--- config.mk ---
export PLATFORM = sky130hd
export DESIGN_NAME = sram_rr_arb
export DESIGN_NICKNAME = d
export VERILOG_FILES = /design/src/rtl/sram_rr_arb.sv
export SDC_FILE = /design/constraint.sdc
export NUM_CORES = 1
export LEC_CHECK = 0
export CELL_PAD_IN_SITES_DETAIL_PLACEMENT = 0
export CELL_PAD_IN_SITES_GLOBAL_PLACEMENT = 1
export CORE_UTILIZATION = 31
export CTS_CLUSTER_SIZE = 28
export DETAILED_ROUTE_END_ITERATION = 10
export GPL_TIMING_DRIVEN = 0
export PLACE_DENSITY = 0.86
export SLEW_MARGIN = 15
export SYNTH_ARGS = -nofsm -noshare
export SYNTH_HDL_FRONTEND = slang
export SYNTH_SLANG_ARGS = --single-unit
--- constraint.sdc ---
create_clock -name clk_sram -period 9.9 [get_ports clk_sram]
set_input_delay 1.485 -clock clk_sram [delete_from_list [all_inputs] [get_ports clk_sram]]
set_output_delay 1.485 -clock clk_sram [all_outputs]
set_load 0.005 [all_outputs]
--- src/rtl/sram_rr_arb.sv ---
// sram_rr_arb: work-conserving round-robin arbiter sharing one ZBT SRAM port among four requesters (reqN valid/ready/payload in, respN rdata/valid out, registered zbt issue, tag-tracked read return, sticky err, in-flight read count)
module sram_rr_arb #(
  parameter int RD_LAT  = 6,
  parameter bit PART_EN = 1'b1
) (
  input  logic        clk_sram,
  input  logic        Reset,
  input  logic [17:0] i_req0_adr,
  input  logic        i_req0_we,
  input  logic [31:0] i_req0_wdata,
  input  logic [3:0]  i_req0_be,
  input  logic        i_req0_valid,
  output logic        o_req0_ready,
  input  logic [17:0] i_req1_adr,
  input  logic        i_req1_we,
  input  logic [31:0] i_req1_wdata,
  input  logic [3:0]  i_req1_be,
  input  logic        i_req1_valid,
  output logic        o_req1_ready,
  input  logic [17:0] i_req2_adr,
  input  logic        i_req2_we,
  input  logic [31:0] i_req2_wdata,
  input  logic [3:0]  i_req2_be,
  input  logic        i_req2_valid,
  output logic        o_req2_ready,
  input  logic [17:0] i_req3_adr,
  input  logic        i_req3_we,
  input  logic [31:0] i_req3_wdata,
  input  logic [3:0]  i_req3_be,
  input  logic        i_req3_valid,
  output logic        o_req3_ready,
  output logic [31:0] o_resp0_rdata,
  output logic        o_resp0_valid,
  output logic [31:0] o_resp1_rdata,
  output logic        o_resp1_valid,
  output logic [31:0] o_resp2_rdata,
  output logic        o_resp2_valid,
  output logic [31:0] o_resp3_rdata,
  output logic        o_resp3_valid,
  output logic [17:0] o_zbt_addr,
  output logic [3:0]  o_zbt_wb,
  output logic [31:0] o_zbt_wdata,
  output logic        o_zbt_wen,
  output logic        o_zbt_ren,
  input  logic [31:0] i_zbt_rdata,
  input  logic        i_zbt_rdata_valid,
  output logic        o_err,
  output logic [3:0]  o_rd_outstanding
);
  logic [3:0]  v, we, rdy;
  logic [17:0] adr [4];
  logic [31:0] wdata [4];
  logic [3:0]  be [4];
  logic [1:0]  ptr_q, ptr_d, gid, zbt_id_q, zbt_id_d;
  logic        gany;
  logic [17:0] addr_q, addr_d;
  logic [3:0]  wb_q, wb_d;
  logic [31:0] wdat_q, wdat_d;
  logic        wen_q, wen_d, ren_q, ren_d;
  logic [RD_LAT-1:0][2:0] tag_q, tag_d;
  logic        tail_v, hit;
  logic [1:0]  tail_id;
  logic [3:0]  rsp_v_q, rsp_v_d;
  logic [31:0] rdata_q [4];
  logic [31:0] rdata_d [4];
  logic        err_q, err_d;
  logic [3:0]  cnt_q, cnt_d;
  assign v     = {i_req3_valid, i_req2_valid, i_req1_valid, i_req0_valid};
  assign we    = {i_req3_we, i_req2_we, i_req1_we, i_req0_we};
  assign adr   = '{i_req0_adr, i_req1_adr, i_req2_adr, i_req3_adr};
  assign wdata = '{i_req0_wdata, i_req1_wdata, i_req2_wdata, i_req3_wdata};
  assign be    = '{i_req0_be, i_req1_be, i_req2_be, i_req3_be};
  // Scan from farthest to nearest so the nearest valid after the pointer wins.
  always_comb begin
    gany = 1'b0;
    gid  = ptr_q;
    for (int i = 4; i >= 1; i--)
      if (v[ptr_q + 2'(i)]) begin
        gany = 1'b1;
        gid  = ptr_q + 2'(i);
      end
  end
  assign rdy = gany ? 4'b1 << gid : 4'b0;
  assign {o_req3_ready, o_req2_ready, o_req1_ready, o_req0_ready} = rdy;
  assign tail_v  = tag_q[RD_LAT-1][2];
  assign tail_id = tag_q[RD_LAT-1][1:0];
  assign hit     = tail_v & i_zbt_rdata_valid;
  always_comb begin
    ptr_d    = gany ? gid : ptr_q;
    addr_d   = PART_EN ? {gid, adr[gid][17:2]} : adr[gid];
    wen_d    = gany & we[gid];
    ren_d    = gany & ~we[gid];
    wb_d     = wen_d ? be[gid] : 4'b0;
    wdat_d   = wen_d ? wdata[gid] : 32'b0;
    zbt_id_d = gid;
    tag_d    = {tag_q[RD_LAT-2:0], {ren_q, zbt_id_q}};
    rsp_v_d  = hit ? 4'b1 << tail_id : 4'b0;
    for (int k = 0; k < 4; k++) rdata_d[k] = rsp_v_d[k] ? i_zbt_rdata : rdata_q[k];
    err_d    = err_q | (tail_v ^ i_zbt_rdata_valid);
    cnt_d    = cnt_q + 4'(ren_q) - 4'(tail_v);
  end
  always_ff @(posedge clk_sram or posedge Reset)
    if (Reset) begin
      ptr_q    <= 2'd3;
      addr_q   <= '0;
      wb_q     <= '0;
      wdat_q   <= '0;
      wen_q    <= 1'b0;
      ren_q    <= 1'b0;
      zbt_id_q <= '0;
      tag_q    <= '0;
      rsp_v_q  <= '0;
      rdata_q  <= '{default: '0};
      err_q    <= 1'b0;
      cnt_q    <= '0;
    end else begin
      ptr_q    <= ptr_d;
      addr_q   <= addr_d;
      wb_q     <= wb_d;
      wdat_q   <= wdat_d;
      wen_q    <= wen_d;
      ren_q    <= ren_d;
      zbt_id_q <= zbt_id_d;
      tag_q    <= tag_d;
      rsp_v_q  <= rsp_v_d;
      rdata_q  <= rdata_d;
      err_q    <= err_d;
      cnt_q    <= cnt_d;
    end
  assign o_zbt_addr       = addr_q;
  assign o_zbt_wb         = wb_q;
  assign o_zbt_wdata      = wdat_q;
  assign o_zbt_wen        = wen_q;
  assign o_zbt_ren        = ren_q;
  assign o_err            = err_q;
  assign o_rd_outstanding = cnt_q;
  assign {o_resp3_valid, o_resp2_valid, o_resp1_valid, o_resp0_valid} = rsp_v_q;
  assign o_resp0_rdata    = rdata_q[0];
  assign o_resp1_rdata    = rdata_q[1];
  assign o_resp2_rdata    = rdata_q[2];
  assign o_resp3_rdata    = rdata_q[3];
endmodule

Yosys cells after proc, flatten, opt, wreduce, memory -nomap -nowiden
Index checks and enable logic that the tools add are counted.
- flip-flop bits (word level): 215
- bits of input ports: 259
- add/subtract/negate cells: 5
- magnitude comparators: 6
- shift operators: 2
- multiplexer cells: 30
- bitwise logic cells: 7
- operator list (operator ; count):
    $mux 32 ; 3
    $bmux 32 s2 ; 1
    $bmux 18 s2 ; 1
    $mux 18 ; 2
    $mux 4 ; 5
    $lt 2x3->1 const B ; 5
    $bmux 1 s2 ; 5
    $mux 1 ; 9
    $bmux 4 s2 ; 1
    $shl 1x2->4 const A ; 2
    $mux 2 ; 3
    $add 2x2->2 const B ; 2
    $add 4x1->4 ; 1
    $sub 4x1->4 ; 1
    $and 1x1->1 ; 3
    $ge 3x3->1 const B ; 1
    $not 2->3 ; 1
    $add 2x1->2 const B ; 1
    $not 1->1 ; 1
    $or 1x1->1 ; 1
    $xor 1x1->1 ; 1

Longest topological paths before layout
Gate-level depths: netlist (run 1).
- word-level depth: 11
- gate-level depth with buffers: 9
- gate-level depth less buffers: 7

Worst setup path before layout (run 1)
No wires, ideal clock.
- path kind: input-to-output
- from: in i_req3_valid
- to: out o_req2_ready
- arrival: 2658 ps
- required time: 8415 ps
- setup slack: 5757 ps
- stages: 6
- cell sequence: nor2b_2 -> o21a_4 -> nor3_4 -> inv_2 -> clkbuf_1 -> nor2_1
- cells in the longest elaborated chain, start to end: 7
- RTL lines (what ; line ; text):
    start, declared ; 30 ; input logic i_req3_valid,
    $bmux 1 s2 ; 78 ; if (v[ptr_q + 2'(i)]) begin
    $mux 1 (not written as such) ; 78 ;
    $mux 2 (2 in a row) ; 78 ;
    $mux 2 * ; 78 ;
    via addr_d[16] ; 56 ; logic [17:0] addr_q, addr_d;
    $shl 1x2->4 * ; 83 ; assign rdy = gany ? 4'b1 << gid : 4'b0;
    $mux 4 * ; 83 ;
    end, declared ; 25 ; output logic o_req2_ready,
Mark *: on every way through the listed nets, which the timed path passes. The rest lies on a longest branch. The select of a mux whose other input is x is not followed.

Worst setup path in the final report (run 1)
- from: in i_req1_valid
- to: out o_req2_ready
- cells in the longest elaborated chain, start to end: 7
- RTL lines (what ; line ; text):
    start, declared ; 18 ; input logic i_req1_valid,
    $bmux 1 s2 ; 78 ;
    $mux 1 (not written as such) ; 78 ;
    $mux 2 (2 in a row) ; 78 ;
    $mux 2 * ; 78 ;
    via addr_d[16] ; 56 ;
    $shl 1x2->4 * ; 83 ;
    $mux 4 * ; 83 ;
Marks and branches as above.

==> impl_metrics.ini, run 1 <==
[power_and_ir_drop]
pwr-share-seq = 0.316
power_frac_comb = 0.487
power.switching_mw = 1.561
powerDensity_nw_per_um2 = 302.3
total_leakage_power_nw = 6.682
sw_frac_of_total = 0.3393
ir_worst_vdd_mv = 0.1062
p_int_mw = 3.040
clockPowerShare = 0.197

[route]
viasPerCell = 4.851
wirelength_mm = 34.19
ant_nets = 0
drt_pass1_iterations = 4
wl_per_cell_um = 20.01
drc = 0
vias = 8285
drtIter0Drc = 383

[timing]
finalSetupViolations = 0
rsz0062_at_grt = no
holdWs_ns = 0.3476
finalCritPeriodShare = 0.5594
fin_ws_ns = 4.362
worstMarginPinSlew_ns = 1.146
skew_ns = 0.009376
fmax_mhz = 180.6
slew_violations = 0
hold_viol_final = 0
relSlewSlack = 0.2345
min_period_ns = 5.538

[floorplanning]
die_y_um = 176.3
rows = 63
die_w_um = 176.3
fp.dieArea_um2 = 31070
core_area_um2 = 29800
ios = 456
initial_core_util = 0.3160

[grt]
grt_pass1_wl_mm = 51.19
gr-usage-all-layers = 0.2173
grt_overflow = 0
antenna_found_initial = 6
grt_pass1_vias = 8817
grt_max_degree = 111

[place]
dpl_worst_slack_ns = 4.356
gp_congestion = 0.8712
dp_hpwl_mm = 26.92
io_buffers = 447

[worst_hold_path]
min-delay-start = tag_d[12]
hold_path.class = register to register
hold_end = tag_d[15]
whs_path_depth = 0

[critical_path]
required_ns = 8.42
crit_fanout = 10
path_class = input port to output pin
start_kind = input port
reg2regPathDepth = 4
r2r_start = tag_q[17]
cp.arrival_ns = 4.05
endpoint_kind = output pin
reg2reg_slack_ns = 7.31
r2r-end = o_resp0_rdata[17]

[cts]
cts_tree = built
clock_latency_ns = 0.50
cts.sinks = 213
cts.repair.resized = 0
numCtsBuffers = 23
path_clk_slew_ns = 0.06
hold_buffers = 0
clk_path_buf_depth = 3
cts_setup_buffers = 0
h-tree-depth = 1
cts_root_buf = clkbuf_16

[synth]
synth.distinct_cells = 50
synth_area_leaders = dfrtp_1 (56%), nand2_1 (8.9%), mux2_2 (7.7%)
ys_ff_latch = 213
netlist.area_leader.share = 0.5608
synth.largest_area_cell = dfrtp_1
avgSynthCellArea_um2 = 11.43
synth_fp_nets = 1089
syn_area_um2 = 9415
synth_warnings = 0
synth_sequential_area_ratio = 0.5664
synthCells = 824

[final_layout]
final_nets = 1562
num-fill-cells = 2661
drive_gt1_frac = 0.1357
area_delta_synth_final_pct = 61.66

[flow_run]
max_cap_violations = 0

[outcome]
status = finished clean
-- area by class of cell --
class | count | area, µm² | area share
Clock buffer | 29 | 638.1 | 0.04192
Inverter | 16 | 70.07 | 0.004603
Sequential cell | 213 | 5333 | 0.3504
Tap cell | 390 | 488.0 | 0.03206
Buffer | 62 | 311.5 | 0.02047
Clock inverter | 11 | 155.1 | 0.01019
Antenna cell | 6 | 15.01 | 0.0009864
Multi-Input combinational cell | 533 | 3709 | 0.2437
Timing Repair Buffer | 448 | 4502 | 0.2958
-- metal layers --
layer	vias up	share of wire	wire length [µm]	global-route usage
li1	3837	-	-	-
met1	4006	0.37	12630	0.2409
met2	384	0.51	17440	0.3904
met3	58	0.085	2897	0.05771
met4	0	0.036	1220	0.09094
met5	-	0	0	0
-- cells by family (layout without fill, tap and decap cells) --
logic type	Yosys count	after routing	share of synthesized area
buffers and inverters	78	566	0.03973
adder cells (fa/ha/maj)	6	6	0.008771
XOR/XNOR	3	3	0.002791
multiplexers	101	101	0.1160
other	0	6	0
AND/OR/NAND/NOR	302	302	0.1429
flip-flops	213	213	0.5664
AO/OA/AOI/OAI	121	121	0.1235
-- synth_stat cells (all sizes together) --
cell    instances
a31oi          16
nor2b           3
ha              5
o31a            1
dfrtp         211
or3b            1
buf            24
dfstp           2
o21bai          1
or2             3
a21oi           3
nand4           1
clkbuf         38
nor4            1
nand3b          2
a221oi         36
nor3b           2
nand3           1
o211ai          1
fa              1
xnor2           3
o31ai           1
o21a            1
nand2b          2
o22ai           1
a21o            4
a211oi         54
o21ai           2
nor2            5
mux2i          36
mux2           65
and3           52
inv            16
nor3            3
nand2         226
-- state kept, by name, indices dropped and copies added (netlist names) --
register          flops
o_zbt_wdata          32
o_zbt_wb              4
o_resp2_rdata        32
o_zbt_ren             1
ptr_q                 2
o_zbt_wen             1
o_resp3_rdata        32
o_rd_outstanding      4
tag_d                15
o_resp0_rdata        32
tag_q                 3
o_resp1_rdata        32
o_zbt_addr           18
rsp_v_q               4
o_err                 1
-- metrics by stage --
stage	util	area (µm²)	power, mW	TNS (ns)	instances
final	0.5108	15220	4.602	0	1708
after global placement	0.4825	14380	3.666	-35.76	1661
after CTS	0.5103	15210	4.644	0	1702
after global routing	0.5108	15220	4.883	0	1707
after detailed placement	0.4837	14410	3.720	0	1662
after floorplan	-	9415	2.520	0	824
-- critical path, stage by stage --
cell	delay, ns
clkdlybuf4s50_1	0.50
nor2b_2	0.21
o21a_4	0.22
nor3_4	0.42
inv_2	0.13
clkbuf_1	0.34
nor2_1	0.18
clkdlybuf4s50_1	0.55
-- worst max path at each step --
stage | start | to | slack [ns] | cells past startpoint
finish | i_req1_valid | o_req2_ready | 4.36 | 8
detailed placement | i_req1_valid | o_req0_ready | 4.36 | 8
global placement | Reset | o_rd_outstanding[3] | -0.20 | 2
floorplan | Reset | o_err | 2.60 | 1
global route | i_req1_valid | o_req2_ready | 4.25 | 8
CTS | i_req1_valid | o_req0_ready | 4.36 | 8
-- power by group through the flow --
stage          logic, mW  registers, mW  clock network, mW
6_report            2.24           1.45              0.906
5_1_grt             2.42           1.50              0.964
4_1_cts             2.26           1.46              0.927
3_5_place_dp        2.25           1.47                  0
3_3_place_gp        2.22           1.45                  0
2_1_floorplan       1.04           1.48                  0
-- placed cells by master (no fill, tap or decap), types with 2 or more instances in the layout --
| cell | n |
|---|---|
| diode_2 | 6 |
| xnor2_1 | 3 |
| mux2_2 | 64 |
| dfstp_2 | 2 |
| buf_4 | 8 |
| nor2_1 | 5 |
| bufinv_16 | 4 |
| inv_1 | 13 |
| and3_1 | 52 |
| ha_1 | 5 |
| buf_2 | 9 |
| clkbuf_1 | 40 |
| mux2i_1 | 36 |
| a21o_1 | 3 |
| clkbuf_16 | 23 |
| buf_1 | 2 |
| clkbuf_8 | 4 |
| clkdlybuf4s50_1 | 447 |
| nand2_1 | 224 |
| dfrtp_1 | 211 |
| a21oi_1 | 2 |
| a211oi_1 | 54 |
| a31oi_1 | 16 |
| or2_1 | 2 |
| clkinv_2 | 7 |
| a221oi_2 | 36 |
| nand2b_1 | 2 |
| nor3_1 | 2 |
| nand3b_1 | 2 |
| nor2b_2 | 2 |
| buf_6 | 5 |
No activity file was read; power rests on OpenSTA's default activity.
==> run 2, diff against run 1 <==
==> constraint.sdc (replaced) <==
create_clock -name clk_sram -period 5.13 [get_ports clk_sram]
set_input_delay 0.7695 -clock clk_sram [delete_from_list [all_inputs] [get_ports clk_sram]]
set_output_delay 0.7695 -clock clk_sram [all_outputs]
set_load 0.005 [all_outputs]
==> impl_metrics.ini, run 2 (synthesis gave the netlist of run 1 again) <==
[worst_hold_path]
hold_path.class = register to register
min-delay-start = tag_d[4]

[grt]
grt_overflow = 0
grt_pass1_wl_mm = 49.83
grt_pass1_vias = 8515
grt_max_degree = 36
gr-usage-all-layers = 0.2112
antenna_found_initial = 4

[cts]
cts.sinks = 213
path_clk_slew_ns = 0.06
clk_path_buf_depth = 3
clock_latency_ns = 0.51
cts_root_buf = clkbuf_16
hold_buffers = 0
h-tree-depth = 1
cts_setup_buffers = 0
cts_tree = built
cts.repair.resized = 0
numCtsBuffers = 24

[critical_path]
critical_path.max_stage_delay_ns = 0.53
r2r_start = ptr_q[0]
start_kind = input port
cpMostUsedCell = clkdlybuf4s50_1
path_delay_family = buffers and inverters
endpoint_kind = output pin
crit_fanout = 10
path_cells = clkdlybuf4s50_1, nor2b_2, o21a_4, nor3_4, inv_2, clkbuf_1, nor2_1, clkdlybuf4s50_1
path_depth = 8
path_class = input port to output pin
r2r-end = o_zbt_wdata[6]
required_ns = 4.36
startpoint = i_req1_valid
cp.arrival_ns = 3.35
critPathCapture = o_req2_ready
reg2reg_slack_ns = 2.64
reg2regPathDepth = 7
critPathBufInv = 4
slowest_stage = clkdlybuf4s50_1

[place]
dp_hpwl_mm = 26.73
io_buffers = 447
gp_congestion = 0.9138
post_dp_cell_area_um2 = 14500

[power_and_ir_drop]
power.switching_mw = 3.014
pwr-share-seq = 0.315
clockPowerShare = 0.199
ir_worst_vdd_mv = 0.1958
powerDensity_nw_per_um2 = 579.8
total_leakage_power_nw = 6.724
p_int_mw = 5.878
power_frac_comb = 0.486
sw_frac_of_total = 0.3389
power.total_mw = 8.892

[timing]
holdWs_ns = 0.3479
finalSetupTns_ns = 0
finalCritPeriodShare = 0.8033
fmax_mhz = 242.7
skew_ns = 0.01119
min_period_ns = 4.121
relSlewSlack = 0.4261
slew_violations = 0
hold_viol_final = 0
worstMarginPinSlew_ns = 0.8590
finalSetupViolations = 0
rsz0062_at_grt = no

[final_layout]
ff_latch_area_um2 = 5333
num-fill-cells = 2658
area_delta_synth_final_pct = 62.90
final_nets = 1568
layout_common_cells = clkdlybuf4s50_1 (447), nand2_1 (224), dfrtp_1 (211), mux2_2 (64), a211oi_1 (54)
final_area_um2 = 15340
drive_gt1_frac = 0.1385
multiInputGateArea_um2 = 3709
final_common_cell = clkdlybuf4s50_1

[route]
vias = 8285
drtIter0Drc = 317
viasPerCell = 4.831
wl_per_cell_um = 19.47
wirelength_mm = 33.38
drc = 0
drt_pass1_iterations = 5
ant_nets = 0

[floorplanning]
fp.dieArea_um2 = 31070
die_w_um = 176.3
die_y_um = 176.3
initial_core_util = 0.3160
ios = 456
core_area_um2 = 29800
rows = 63

[flow_run]
max_cap_violations = 0

[outcome]
status = finished clean
==> run 2: cell count changes in the layout (fill, tap and decap cells not counted) <==
cell        change
clkbuf_16       +2
clkbuf_1        +4
inv_8           -1
clkbuf_8        +2
clkinv_4        +2
diode_2         -2
buf_16          -1
clkinv_2        -5
buf_12          +6
bufinv_16       -2
clkinvlp_4      +2
==> run 2: stage by stage <==
stage / instances / worst slack [ns] / util
2_1_floorplan: 824 / 1.592 / -
3_3_place_gp: 1661 / -0.1335 / 0.4827
3_5_place_dp: 1667 / 1.020 / 0.4867
4_1_cts: 1711 / 1.005 / 0.5144
5_1_grt: 1715 / 0.9115 / 0.5147
6_report: 1715 / 1.009 / 0.5147
==> run 2: worst min path at each step <==
| stage | end | slack (ns) | cells past startpoint |
|---|---|---|---|
| floorplan | tag_d[10] | 0.33 | 0 |
| global placement | tag_d[11] | 0.33 | 0 |
| detailed placement | tag_d[15] | 0.33 | 0 |
| CTS | tag_d[15] | 0.35 | 0 |
| global route | tag_d[17] | 0.35 | 0 |
| finish | tag_d[7] | 0.35 | 0 |
==> run 2: per-layer routing <==
layer  vias to the layer above  routed length, µm  global-route usage
met5                         -                  0                   0
met4                         0               1505             0.09855
met3                        67               2628             0.04694
met2                       383              16510              0.3694
met1                      3978              12740              0.2446
li1                       3857                  -                   -
==> run 2: final cells by class <==
cell class / instances / share of cell area
Antenna cell: 4 / 0.0006526
Buffer: 62 / 0.02031
Clock buffer: 37 / 0.04764
Clock inverter: 7 / 0.006200
Inverter: 16 / 0.004324
Multi-Input combinational cell: 533 / 0.2418
Sequential cell: 213 / 0.3477
Tap cell: 390 / 0.03182
Timing Repair Buffer: 453 / 0.2996
==> run 2: power by group through the flow <==
stage | Combinational (mW) | Clock, mW | Sequential, mW
final | 4.32 | 1.77 | 2.80
after floorplan | 2.00 | 0 | 2.86
after global placement | 4.28 | 0 | 2.81
after global routing | 4.67 | 1.88 | 2.89
after detailed placement | 4.34 | 0 | 2.84
after CTS | 4.36 | 1.81 | 2.81
